### src/rtl/edge_evt_pkg.sv
// Shared defaults and sizing helper for the edge event collector.
package edge_evt_pkg;

    localparam int TS_W_DEF  = 16;
    localparam int CNT_W_DEF = 16;
    localparam int DEPTH_DEF = 4;

    // Occupancy needs one bit more than the pointers to represent "full".
    function automatic int lvl_w(input int depth);
        return $clog2(depth) + 1;
    endfunction

endpackage

### src/rtl/evt_ts_fifo.sv
// First-word-fall-through timestamp FIFO with occupancy counter.
// The output keeps the last popped word while empty.
module evt_ts_fifo
    import edge_evt_pkg::*;
#(
    parameter int W     = TS_W_DEF,
    parameter int DEPTH = DEPTH_DEF
) (
    input  logic                   clk2,
    input  logic                   reset_n,
    input  logic                   push,
    input  logic                   pop,
    input  logic [W-1:0]           din,
    output logic [W-1:0]           dout,
    output logic                   full,
    output logic                   empty,
    output logic [$clog2(DEPTH):0] level
);

    localparam int PW    = $clog2(DEPTH);
    localparam int LVL_W = lvl_w(DEPTH);

    logic [W-1:0]     mem_q [DEPTH];
    logic [PW-1:0]    wr_ptr_q, wr_ptr_d;
    logic [PW-1:0]    rd_ptr_q, rd_ptr_d;
    logic [LVL_W-1:0] level_q, level_d;
    logic [W-1:0]     hold_q, hold_d;
    logic             pop_ok;

    assign empty  = (level_q == '0);
    assign full   = (level_q == LVL_W'(DEPTH));
    assign pop_ok = pop & ~empty;
    assign level  = level_q;
    assign dout   = empty ? hold_q : mem_q[rd_ptr_q];

    always_comb begin
        wr_ptr_d = wr_ptr_q;
        rd_ptr_d = rd_ptr_q;
        level_d  = level_q;
        hold_d   = hold_q;
        if (push) wr_ptr_d = wr_ptr_q + PW'(1);
        if (pop_ok) begin
            rd_ptr_d = rd_ptr_q + PW'(1);
            hold_d   = mem_q[rd_ptr_q];
        end
        case ({push, pop_ok})
            2'b10:   level_d = level_q + LVL_W'(1);
            2'b01:   level_d = level_q - LVL_W'(1);
            default: level_d = level_q;
        endcase
    end

    always_ff @(posedge clk2 or negedge reset_n) begin
        if (!reset_n) begin
            wr_ptr_q <= '0;
            rd_ptr_q <= '0;
            level_q  <= '0;
            hold_q   <= '0;
        end else begin
            wr_ptr_q <= wr_ptr_d;
            rd_ptr_q <= rd_ptr_d;
            level_q  <= level_d;
            hold_q   <= hold_d;
        end
    end

    // Storage needs no reset: the output mux never exposes an unwritten slot.
    always_ff @(posedge clk2) begin
        if (push) mem_q[wr_ptr_q] <= din;
    end

endmodule

### src/rtl/edge_event_collector.sv
// Rising-edge consumer in the clk2 domain: event pulse, timestamp FIFO,
// saturating event count and sticky drop flag.
module edge_event_collector
    import edge_evt_pkg::*;
#(
    parameter int TS_W  = TS_W_DEF,
    parameter int DEPTH = DEPTH_DEF,
    parameter int CNT_W = CNT_W_DEF
) (
    input  logic                   clk2,
    input  logic                   reset_n,
    input  logic                   sync_level,
    input  logic                   clr_stat,
    output logic                   ev_pulse,
    output logic                   ev_valid,
    input  logic                   ev_ready,
    output logic [TS_W-1:0]        ev_ts,
    output logic [CNT_W-1:0]       ev_count,
    output logic                   overflow,
    output logic [$clog2(DEPTH):0] fifo_level
);

    logic             lvl_q, lvl_d;
    logic [TS_W-1:0]  ts_cnt_q, ts_cnt_d;
    logic             ev_pulse_q, ev_pulse_d;
    logic [CNT_W-1:0] ev_count_q, ev_count_d;
    logic             overflow_q, overflow_d;
    logic [CNT_W-1:0] cnt_base;
    logic             rise, pop, push, drop, full, empty;

    assign rise = sync_level & ~lvl_q;
    assign pop  = ~empty & ev_ready;
    // A pop in the same cycle frees the slot, so a full FIFO can still accept.
    assign push = rise & (~full | pop);
    assign drop = rise & full & ~pop;

    always_comb begin
        lvl_d      = sync_level;
        ts_cnt_d   = ts_cnt_q + TS_W'(1);
        ev_pulse_d = rise;
        // Clear first, then apply this cycle's event on top of it.
        cnt_base   = clr_stat ? '0 : ev_count_q;
        ev_count_d = cnt_base;
        if (rise && (cnt_base != '1)) ev_count_d = cnt_base + CNT_W'(1);
        overflow_d = (overflow_q & ~clr_stat) | drop;
    end

    always_ff @(posedge clk2 or negedge reset_n) begin
        if (!reset_n) begin
            lvl_q      <= 1'b1;
            ts_cnt_q   <= '0;
            ev_pulse_q <= 1'b0;
            ev_count_q <= '0;
            overflow_q <= 1'b0;
        end else begin
            lvl_q      <= lvl_d;
            ts_cnt_q   <= ts_cnt_d;
            ev_pulse_q <= ev_pulse_d;
            ev_count_q <= ev_count_d;
            overflow_q <= overflow_d;
        end
    end

    evt_ts_fifo #(.W(TS_W), .DEPTH(DEPTH)) u_fifo (
        .clk2    (clk2),
        .reset_n (reset_n),
        .push    (push),
        .pop     (pop),
        .din     (ts_cnt_q),
        .dout    (ev_ts),
        .full    (full),
        .empty   (empty),
        .level   (fifo_level)
    );

    assign ev_valid = ~empty;
    assign ev_pulse = ev_pulse_q;
    assign ev_count = ev_count_q;
    assign overflow = overflow_q;

endmodule

### config.mk
export PLATFORM = sky130hd
export DESIGN_NAME = edge_event_collector
export DESIGN_NICKNAME = d
export VERILOG_FILES = /design/src/rtl/edge_evt_pkg.sv /design/src/rtl/evt_ts_fifo.sv /design/src/rtl/edge_event_collector.sv
export SDC_FILE = /design/constraint.sdc
export NUM_CORES = 1
export LEC_CHECK = 0
export BUFFER_PORTS_ARGS = -buffer_cell sky130_fd_sc_hd__buf_2
export CAP_MARGIN = 15
export CORE_MARGIN = 2
export CORE_UTILIZATION = 43
export DETAILED_ROUTE_END_ITERATION = 7
export SETUP_SLACK_MARGIN = 0.5
export SLEW_MARGIN = 20
export SYNTH_ARGS = -nofsm -noshare
export SYNTH_HDL_FRONTEND = slang
export SYNTH_SLANG_ARGS = --single-unit
### constraint.sdc
create_clock -name clk2 -period 2.2 [get_ports clk2]
set_input_delay 0.22 -clock clk2 [delete_from_list [all_inputs] [get_ports clk2]]
set_output_delay 0.22 -clock clk2 [all_outputs]
set_load 0.005 [all_outputs]
; ---- After elaboration in Yosys (flattened, before gate mapping)
; Memory sizes are Yosys's and may differ from the RTL's.
; Index checks and enable logic that the tools add are counted.
[op_classes]
n_addsub = 6
n_mul = 0
n_div = 0
magnitude_cmp = 0
eq_ne = 4
shifts = 0
mux = 6
bitwise = 14
reduce_logical = 3
[op_table]
columns = operator, n
row1 = $mux 16, 3
row2 = $add 16x1->16 const B, 2
row3 = $ne 16x16->1 const B, 1
row4 = $and 1x1->1, 7
row5 = $pmux 3 s2, 1
row6 = $not 1->1, 5
row7 = $add 2x1->2 const B, 2
row8 = $add 3x1->3 const B, 1
row9 = $eq 3x3->1 const B, 1
row10 = $logic_not 3->1, 1
row11 = $sub 3x1->3 const B, 1
row12 = $eq 2x1->1 const B, 1
row13 = $eq 2x2->1 const B, 1
row14 = $mux 1, 2
row15 = $or 1x1->1, 2
row16 = $reduce_bool 2->1, 1
row17 = $logic_and 1x1->1, 1
[totals]
register_bits = 58
latchBits = 0
mem_bits_rw = 64
rom_bits = 0
in_bits = 5
out_inout_bits = 38
wordCells = 43
memories = 1
[mem_list]
columns = name, depth, word_bits, rd, rd_ports_with_merged_regs, wr, line_no
row1 = u_fifo.mem_q, 4, 16, 1, 0, 1, evt_ts_fifo.sv:23  ; logic [W-1:0] mem_q [DEPTH];

; ---- Longest topological paths before layout
; Gate-level depths: netlist (run 1).
[depth]
depth_word = 7
depth_mapped = 11
mapped_depth_nobuf = 10

; ---- Modules after synthesis
; Synthesis (run 1) repeated with hierarchy kept, for this count alone.
[hier_totals]
cells_unflattened = 326
hier_area_um2 = 5233.8
[by_module_without_submodules]
columns = mod, n_inst, cells_each, area_per_inst_um2, seq_area_each_um2
row1 = evt_ts_fifo, 1, 172, 3542.1, 2497.4
row2 = edge_event_collector, 1, 154, 1691.6, 877.1

; ---- Worst setup path after synthesis (run 1)
; No wires, ideal clock.
[synth_timing]
path_type = flip-flop to flip-flop
startpoint = register u_fifo.level_q[0], in the netlist u_fifo.level[0]
endpoint = register u_fifo.level_q[2], in the netlist u_fifo.level[2]
setup_ns = 0.079
t_arrival_ns = 2.363
required_ns = 2.121
slack_ns = -0.243
path_stages_with_launch = 12
path_buffers = 3
synth_period_minus_slack_ns = 2.443
cell_sequence = dfrtp_1 -> or3_1 -> clkbuf_1 -> and2_1 -> buf_2 -> buf_2 -> ha_1 -> inv_1 -> fa_1 -> xor2_1 -> nor2_1 -> xor2_1
[synth_between]
word_cells_on_any_way = 14
cone_classes = add/sub: 2 / eq/ne: 3 / mux: 1 / bitwise: 6 / reduce/logical: 2
[synth_lines]
columns = item, line_no
row1 = start: declaration, evt_ts_fifo.sv:26  ; logic [LVL_W-1:0] level_q, level_d;
row2 = start signal: assignment, evt_ts_fifo.sv:62  ; level_q <= level_d;
row3 = $logic_not 3->1 (*), evt_ts_fifo.sv:30  ; assign empty = (level_q == '0);
row4 = $not 1->1 (*), "evt_ts_fifo.sv:32, edge_event_collector.sv:32"
row5 = $and 1x1->1, edge_event_collector.sv:32  ; assign pop = ~empty & ev_ready;
row6 = $and 1x1->1 (*), evt_ts_fifo.sv:32  ; assign pop_ok = pop & ~empty;
row7 = net u_fifo.pop_ok, evt_ts_fifo.sv:28  ; logic pop_ok;
row8 = $eq 2x1->1 or $eq 2x2->1 (tied branches), evt_ts_fifo.sv:46  ; case ({push, pop_ok})
row9 = $pmux 3 s2 or $reduce_bool 2->1 (tied branches), -
; Mark *: on every way through the listed nets, which the timed path passes. The rest lies on a longest branch.
; A chain may end at the register's enable or synchronous reset.

; ---- Final worst setup path (run 1)
[layout_timing]
startpoint = register u_fifo.rd_ptr_q[0]
endpoint = output ev_ts[10]
[layout_between]
elab_chain_len = 2
[layout_lines]
columns = item, line_no
row1 = start: declaration, evt_ts_fifo.sv:25  ; logic [PW-1:0] rd_ptr_q, rd_ptr_d;
row2 = start signal: assignment, evt_ts_fifo.sv:61  ; rd_ptr_q <= rd_ptr_d;
row3 = $mem_v2 4x16, -
row4 = $mux 16, evt_ts_fifo.sv:34  ; assign dout = empty ? hold_q : mem_q[rd_ptr_q];
row5 = end: declaration, edge_event_collector.sv:17  ; output logic [TS_W-1:0] ev_ts,
; No other way between the ends.

==> metrics.cfg, run 1 <==
[outcome]
status=finished, final reports clean

[route]
ant_nets=0
first_iter_violations=279
wl_per_cell_um=18.2
via_count=3203
drt-pass1-iter-count=4
via_per_inst=5.34
drc=0
routed_wl_um=10900

[yosys]
syn_nets=354
ys_ff_latch=122
ys_async_sr_fraction=0.475
yosysTopAreaCell=edfxtp_1
yosys_warnings=0
synthDistinctLibCells=44
ys.flop_type=edfxtp_1
yosysSeqAreaShare=0.652
synth_edf_count=64
yosysTopAreaCellShare=0.371
netlist_area_um2=5180
syn_inst=341
syn_area_per_cell_um2=15.2
synthTopCellsByArea=edfxtp_1 (37%), dfrtp_1 (28%), mux2_2 (7.6%)

[worst_setup_path]
critPathLaunchType=register
worstSetupEndpointType=output port
cp_max_fo=9
required_ns=1.98
crit_slowest_cell=mux4_2
crit_chain=buf_12, mux4_2, mux2_2, buf_2
arrival_ns=1.95
slowest_delay_ns=0.55
setup.worst_path.class=reg2out

[floorplanning]
die_w_um=114
die-area_um2=12900
rows=40
pin_count=43
die_y_um=114
initial_core_util=0.436
core_region_area_um2=11900

[cts]
htree_num_levels=4
cts_tree=yes
cts_buffers=17
clkSlewWorstSetupHoldPaths_ns=0.05
cts.sinks=122
clk_path_buf_depth=2
clk_latency_ns=0.41
root_buffer=clkbuf_16

[sta]
finalCritPeriodShare=0.987
grt_setup_unrepaired=true
tightest_slew_ns=0.548
finClkSkew_ns=0.00662
whs_ns=0.243
hold_viol_final=0
max_freq_mhz=461
setup_viol=0
period_minus_slack_ns=2.17
slew_headroom=0.635
slew_viol_final=0

[hold_path]
min_path_type=in2reg

[finish]
drive_gt1_frac=0.483
areaGrowthSynthToFinish_pct=34.0
diodes=0
design_area_um2=6940
post-route-util=0.585
final_nets=453

[grt]
antenna_found_initial=0
grt_pass1_wl_um=16200
first_global_vias=3108
gr-total-overflow=0
grt.total_usage=0.166
grt_max_degree=39

[placement]
post_dp_cell_area_um2=5800
portBuffers=42
gp_congestion=0.817
hpwl_um=6080

[run]
maxCapViolCount=0

[power]
p_leak_nw=2.62
max-vdd-ir-drop_mv=0.486
pwr_density_cell_nw_per_um2=1080

critical path: cells and delay by family (launching register included):
kind / cells / cell delay (ns)
muxes: 2 / 0.83
DFF: 1 / 0.42
buffers and inverters: 2 / 0.28
final timing paths:
path,to,cells past startpoint,slack (ns),start
max,ev_ts[10],4,0.03,u_fifo.rd_ptr_q[0]$_DFFE_PN0P_
min in group asynchronous,u_fifo.hold_q[3]$_DFFE_PN0P_,2,0.34,reset_n
max in group asynchronous,lvl_q$_DFF_PN1_,3,1.19,reset_n
max reg2reg,u_fifo.level[2]$_DFFE_PN0P_,9,0.10,u_fifo.level[1]$_DFFE_PN0P_
min,overflow$_DFF_PN0_,4,0.24,ev_ready
min reg2reg,u_fifo.hold_q[9]$_DFFE_PN0P_,1,0.50,u_fifo.hold_q[9]$_DFFE_PN0P_
Yosys cell counts, types with 4 or more instances:
library cell,count
mux4_2,16
edfxtp_1,64
clkbuf_1,4
xnor2_1,14
ha_1,7
mux2_2,35
nand3_1,8
nor2_1,13
nor3_1,6
buf_2,6
a21oi_1,13
and3_1,5
nor2b_1,5
inv_1,12
xor2_1,8
nand4_1,6
or3_1,4
nor4_1,5
dfrtp_1,57
nand2_1,17
per-layer routing:
layer	track usage	up-vias	routed length, µm
li1	-	1486	-
met4	0.0642	0	151
met3	0.0526	14	458
met2	0.258	80	5430
met1	0.221	1623	4860
met5	0	-	0
cells by family after synthesis:
| logic type | after synthesis | share of synthesized area |
|---|---|---|
| flops | 122 | 0.652 |
| simple gates | 86 | 0.0911 |
| mux | 52 | 0.148 |
| compound gates | 26 | 0.0319 |
| buf+inv | 25 | 0.0196 |
| xor+xnor | 22 | 0.0372 |
| fa+ha+maj | 8 | 0.0208 |
area by class of cell:
cell class / count / area (µm²)
inverters: 13 / 51.3
well taps: 147 / 184
multi-input cells: 195 / 2000
clock inverters: 8 / 120
fillers: 915 / 4920
clock buffers: 24 / 462
flip-flops and latches: 122 / 3380
repair buffers: 91 / 737
repair_timing:
action / in CTS / in global routing
pin swaps: 13 / 17
cloned: 1 / 3
endpoints found under the setup margin: 93 / 114
hold buffers: 2 / 0
endpoints found under the hold margin: 21 / 0
setup buffers: 10 / 14
gates resized for setup: 17 / 48
layout by cell type, fill, tap and decap left out, types with 3 or more instances in the layout:
cell | synthesis | routed
clkbuf_16 | 0 | 20
xor2_1 | 8 | 8
nor3_1 | 6 | 3
mux4_2 | 16 | 16
a21oi_1 | 13 | 7
ha_1 | 7 | 4
dfrtp_1 | 57 | 50
xnor2_1 | 14 | 14
and4_1 | 3 | 3
buf_12 | 0 | 6
nor2_1 | 13 | 11
or3_1 | 4 | 4
a21oi_2 | 0 | 6
buf_6 | 0 | 7
clkinv_1 | 1 | 3
inv_1 | 12 | 10
nor2b_1 | 5 | 3
buf_2 | 6 | 42
buf_4 | 0 | 31
nand3_1 | 8 | 6
nand4_1 | 6 | 6
clkbuf_1 | 4 | 6
mux2_2 | 35 | 34
bufinv_16 | 0 | 3
dfrtp_2 | 0 | 7
edfxtp_1 | 64 | 64
nand2_1 | 17 | 15
or4_4 | 0 | 4
and3_4 | 0 | 4
through the flow:
step	cells	total power, mW	setup WS [ns]	setup TNS [ns]
global placement	538	4.59	0.0774	0
detailed placement	538	4.63	0.0288	0
finish	600	7.47	0.0287	0
floorplan	341	4.08	0.0429	0
CTS	583	7.41	-0.00993	-0.0109
global route	600	7.85	-0.0413	-0.464
sequential cells by signal, indices dropped and copies added (netlist names):
name	cells
overflow	1
u_fifo.hold_q	16
ev_pulse	1
u_fifo.rd_ptr_q	2
ev_count	16
u_fifo.level	3
u_fifo.mem_q	64
u_fifo.wr_ptr_q	2
lvl_q	1
ts_cnt_q	16
report_power, final:
part	total, mW	switching [mW]	internal (mW)
Combinational	1.85	0.795	1.05
Sequential	2.88	0.135	2.75
Clock	2.74	0.940	1.80
Total	7.47	1.87	5.60
Note: power is estimated with default switching activity, not from simulation.
==> inputs of run 2 (changes only) <==
CORE_UTILIZATION = 53   (was 43)
PLACE_DENSITY = 0.75   (was unset)
SYNTH_HIERARCHICAL = 1   (was unset)
==> run 2 against run 1 <==
  * The run now ends with setup timing left
  * Utilization rose by 12 points
  * Die area fell by 17%
  * Synthesized cell count fell by 4.4%
  * Critical endpoint is now ev_ts[14]
  * Combinational power rose by 56%
  * Area after synthesis rose by 1.1%
==> metrics.cfg, run 2 <==
[route]
wl_per_cell_um=20.7
via_per_inst=5.67
ant_nets=0
routed_wl_um=11700
first_iter_violations=206
via_count=3222
drc=0
drt-pass1-iter-count=4

[cts]
root_buffer=clkbuf_8
clkSlewWorstSetupHoldPaths_ns=0.06
clk_path_buf_depth=2
clk_latency_ns=0.51
cts_tree=yes
htree_num_levels=4
cts_buffers=17
cts.sinks=122

[power]
max-vdd-ir-drop_mv=0.609
p_leak_nw=2.80
pwr_density_cell_nw_per_um2=1270

[finish]
top_register=u_fifo/mem_q
diodes=0
final_cell_mix=edfxtp_1 (64), dfrtp_1 (53), buf_2 (34), buf_4 (22), mux2_2 (21)
final_nets=434
drive_gt1_frac=0.439
largest_reg_flops=64
finalNonFillerCells=568
post-route-util=0.702
design_area_um2=6800
areaGrowthSynthToFinish_pct=29.9
layout_commonest_cell=edfxtp_1

[grt]
first_global_vias=3186
antenna_found_initial=0
grt_pass1_wl_um=16600
gr-total-overflow=0
grt_max_degree=27
grt.total_usage=0.215

[outcome]
status=finished with violations
violations=setup timing

[sta]
setup_slack_ns=-0.136
finClkSkew_ns=0.00805
period_minus_slack_ns=2.34
hold_viol_final=0
max_freq_mhz=428
grt_setup_unrepaired=true
slew_viol_final=0
finalCritPeriodShare=1.06
slew_headroom=0.585
setup_viol=16
tightest_slew_ns=0.622

[yosys]
synth_edf_count=64
syn_area_per_cell_um2=16.1
synth-xor-area-share=0.0469
synth_compound_area_frac=0.0234
yosysTopAreaCell=edfxtp_1
ys_async_sr_fraction=0.475
syn_nets=338
synth_top_family_by_area=multiplexers
netlist_area_um2=5230
ys_ff_latch=122
yosys_warnings=6
synthAdderAreaFrac=0.0182
netlist_top_cells_count=edfxtp_1 (64), dfrtp_1 (57), mux2_2 (33)
yosysTopAreaCellShare=0.367
yosysSeqAreaShare=0.645
syn_inst=326
ys.flop_type=edfxtp_1
yosysMostFrequentCell=edfxtp_1
synth_mux_area_frac=0.148
synth_simple_gate_area_share=0.0951
synthDistinctLibCells=51
synthTopCellsByArea=edfxtp_1 (37%), dfrtp_1 (27%), mux2_2 (7.1%)

[floorplanning]
die_y_um=103
pin_count=43
core_region_area_um2=9680
initial_core_util=0.540
die_w_um=103
die-area_um2=10700
rows=36

[hold_path]
min_path_type=in2reg

[worst_setup_path]
required_ns=1.98
arrival_ns=2.12
critPathLaunchType=register
slowest_delay_ns=0.52
crit_slowest_cell=mux4_2
worstSetupEndpointType=output port
crit_chain=buf_6, buf_16, mux4_2, mux2_2, buf_2
crit_buf_inv=3
setup.worst_path.class=reg2out
cp_max_fo=6
cpLargestDelayFamily=multiplexers

[placement]
hpwl_um=6200
portBuffers=42
place_inst=503
gp_congestion=0.756
post_dp_cell_area_um2=5670

[run]
maxCapViolCount=0

[run 2: changes by cell type in the layout (fill, tap and decap cells not counted), moves of 7 or more]
cell and change:
buf_4 -9, mux2_2 -13, mux2_4 +11, buf_6 +10, nand3_1 +7, buf_2 -8
[run 2: report_power, final]
group          internal, mW  switching, mW  total, mW  leakage, nW
combinational          1.74           1.15       2.88         1.19
sequential             2.76          0.228       2.99         1.33
clock                  1.80          0.931       2.73        0.287
[run 2: stage by stage]
step	hold WS [ns]	setup TNS, ns	setup WS [ns]	power (mW)
2_1_floorplan	-0.0756	-0.191	-0.105	4.33
3_3_place_gp	0.270	0	0.264	4.84
3_5_place_dp	0.274	0	0.187	4.90
4_1_cts	0.0306	-1.05	-0.129	8.13
5_1_grt	0.0788	-1.92	-0.192	8.97
6_report	0.0615	-1.02	-0.136	8.60
[run 2: repair_timing]
| action | 4_1_cts | 5_1_grt |
|---|---|---|
| gates resized for setup | 42 | 30 |
| buffers inserted | 13 | 10 |
| pin swaps | 13 | 3 |
| hold endpoints to repair | 23 | 0 |
| hold buffers | 2 | 0 |
| gates cloned | 5 | 3 |
| setup endpoints to repair | 88 | 98 |
[run 2: routing by layer]
layer | track usage | vias up | routed length [µm]
li1 | - | 1437 | -
met1 | 0.275 | 1663 | 4900
met2 | 0.345 | 111 | 6200
met3 | 0.0632 | 11 | 521
met4 | 0.0931 | 0 | 112
met5 | 0 | - | 0
[run 2: area by class of cell]
cell class,instances,area (µm²)
inverters,12,50.0
clock buffers,23,467
flip-flops and latches,122,3380
clock inverters,9,120
well taps,133,166
fillers,595,2890
multi-input cells,184,1870
repair buffers,85,749
[run 2: worst reg2reg max path: cells and delay by family (launching register included)]
family,cells,cell delay (ns)
flops,1,0.41
simple gates,2,0.31
buf+inv,5,0.39
xor+xnor,2,0.28
compound gates,1,0.07
fa+ha+maj,2,0.46
[run 2: worst paths after layout]
kind / startpoint / endpoint / slack, ns / cells after the start
max in group asynchronous: reset_n / ts_cnt_q[5]$_DFF_PN0_ / 1.32 / 3
max reg2reg: u_fifo/level[1]$_DFFE_PN0P_ / u_fifo/level[2]$_DFFE_PN0P_ / 0.20 / 12
min reg2reg: u_fifo/hold_q[3]$_DFFE_PN0P_ / u_fifo/hold_q[3]$_DFFE_PN0P_ / 0.50 / 1
min in group asynchronous: reset_n / u_fifo/level[0]$_DFFE_PN0P_ / 0.26 / 2
max: u_fifo/rd_ptr_q[0]$_DFFE_PN0P_ / ev_ts[14] / -0.14 / 5
min: clr_stat / ev_count[3]$_DFF_PN0_ / 0.06 / 2
[run 2: cells by family (layout without fill, tap and decap cells)]
kind of cell	count (synthesis)	count (layout)
simple gates	81	84
buf+inv	23	129
flops	122	122
mux	50	50
xor+xnor	28	28
compound gates	15	15
fa+ha+maj	7	7
==> inputs of run 3 (changes only) <==
SLEW_MARGIN = unset   (was 20)
TNS_END_PERCENT = 30   (was unset)
==> run 3 against run 2 <==
  * The run still ends with setup timing left
  * Die area is the same
  * Sequential share of layout area grew 0.87 points
  * Critical path depth shrank 1
  * Final cell count down 1.9%
  * Fmax grew 0.31%
  * Largest cell class unchanged
==> metrics.cfg, run 3 (synthesis gave the netlist of run 2 again) <==
[outcome]
status=finished with violations
violations=setup timing

[finish]
drive_gt1_frac=0.448
final_cell_mix=edfxtp_1 (64), dfrtp_1 (47), buf_2 (35), mux2_2 (23), xnor2_1 (18)
final_nets=423
areaGrowthSynthToFinish_pct=27.9
multi_input_area_um2=1830
largest_reg_flops=64
layout_commonest_cell=edfxtp_1
top_register=u_fifo/mem_q
post-route-util=0.691
design_area_um2=6700
diodes=0
regArea_um2=3390
fill_cells=598

[worst_setup_path]
reg2regPathDepth=12
cp_max_fo=5
worstSetupEndpointType=output port
slowest_delay_ns=0.54
crit_buf_inv=2
reg2reg_slack_ns=0.13
crit_path_end=ev_ts[6]
arrival_ns=2.11
crit_slowest_cell=mux4_2
setup.worst_path.class=reg2out
reg2reg_from=u_fifo/level[1]$_DFFE_PN0P_
crit_chain=buf_12, mux4_2, mux2_4, buf_6
crit_start=u_fifo/rd_ptr_q[0]$_DFFE_PN0P_
r2r-end=u_fifo/level[2]$_DFFE_PN0P_
required_ns=1.98
cpLargestDelayFamily=multiplexers
worstSetupPathDepth=4
critPathLaunchType=register

[cts]
clk_path_buf_depth=2
root_buffer=clkbuf_8
cts_buffers=17
htree_num_levels=4
cts.sinks=122
clk_latency_ns=0.52
clkSlewWorstSetupHoldPaths_ns=0.06
cts_tree=yes

[route]
first_iter_violations=219
drt-pass1-iter-count=4
wl_per_cell_um=19.0
drc=0
routed_wl_um=10600
via_count=3109
via_per_inst=5.58
ant_nets=0

[placement]
hpwl_um=5970
gp_congestion=0.792
place_ws_ns=0.206
post_dp_cell_area_um2=5660
portBuffers=42

[hold_path]
min_path_type=in2reg

[floorplanning]
pin_count=43
die_w_um=103
initial_core_util=0.540
core_region_area_um2=9680
die-area_um2=10700
rows=36
die_y_um=103

[grt]
gr-total-overflow=0
first_global_vias=3065
grt_max_degree=24
grt_pass1_wl_um=15900
grt.total_usage=0.206
antenna_found_initial=0

[sta]
hold_viol_final=0
grt_setup_unrepaired=true
slew_viol_final=0
slew_headroom=0.530
tightest_slew_ns=0.700
period_minus_slack_ns=2.33
max_freq_mhz=429
setup_slack_ns=-0.128
finClkSkew_ns=0.00720
setup_viol=16
finalCritPeriodShare=1.06

[power]
max-vdd-ir-drop_mv=0.540
pwr_density_cell_nw_per_um2=1250
p_leak_nw=2.71

[run]
maxCapViolCount=0

==> run 3: cell count changes in the layout (fill, tap and decap cells not counted), sizes merged <==
cell / change
and2: -2
clkbuf: -3
clkinvlp: +3
inv: -1
buf: -8
==> run 3: worst reg2reg max path: stages, from the launching register on <==
cell and delay (ns):
dfrtp_1 0.42, nor3_4 0.25, buf_6 0.14, inv_4 0.04
nand2_4 0.07, a21boi_4 0.06, inv_2 0.06, ha_4 0.13
inv_2 0.03, fa_2 0.32, xor2_1 0.17, nor2_1 0.13
xor2_1 0.16
==> run 3: stage by stage <==
stage | total power [mW] | TNS (ns) | instances | hold slack, ns
after floorplan | 4.33 | -0.191 | 326 | -0.0756
after global placement | 4.83 | 0 | 501 | 0.192
after detailed placement | 4.90 | 0 | 501 | 0.187
after CTS | 8.06 | -1.27 | 547 | 0.0381
after global routing | 8.78 | -2.44 | 557 | 0.0728
final | 8.39 | -1.59 | 557 | 0.0645
==> run 3: repair_timing <==
| action | CTS | global route |
|---|---|---|
| endpoints found under the setup margin | 83 | 105 |
| gates cloned | 1 | 2 |
| hold buffers | 2 | 0 |
| hold endpoints to repair | 19 | 0 |
| buffers inserted | 11 | 8 |
| resized for setup | 40 | 30 |
| pin swaps | 9 | 19 |
==> run 3: layout make-up <==
type / instances / share of cell area
Timing Repair Buffer: 76 / 0.0981
Clock buffer: 21 / 0.0686
Multi-Input combinational cell: 182 / 0.273
Inverter: 12 / 0.00785
Sequential cell: 122 / 0.506
Clock inverter: 11 / 0.0215
Tap cell: 133 / 0.0249
==> run 3: how the worst min path moves through the flow <==
stage	startpoint	end	slack, ns	depth (start not counted)
after floorplan	reset_n	ev_count[0]$_DFF_PN0_	-0.08	0
after global routing	clr_stat	ev_count[3]$_DFF_PN0_	0.07	2
after global placement	reset_n	u_fifo/level[0]$_DFFE_PN0P_	0.19	1
final	clr_stat	ev_count[3]$_DFF_PN0_	0.06	2
after detailed placement	reset_n	u_fifo/level[0]$_DFFE_PN0P_	0.19	1
after CTS	clr_stat	ev_count[3]$_DFF_PN0_	0.04	2
==> run 3: where the power goes <==
group	switching [mW]	internal [mW]	leakage (nW)
Sequential	0.215	2.76	1.32
Clock	0.950	1.81	0.286
Combinational	1.08	1.59	1.10
Total	2.24	6.15	2.71
==> run 3: layer usage <==
metal / GRT usage / share of wire
met4: 0.0870 / 0.021
met5: 0 / 0
met2: 0.347 / 0.52
met3: 0.0632 / 0.043
met1: 0.247 / 0.42
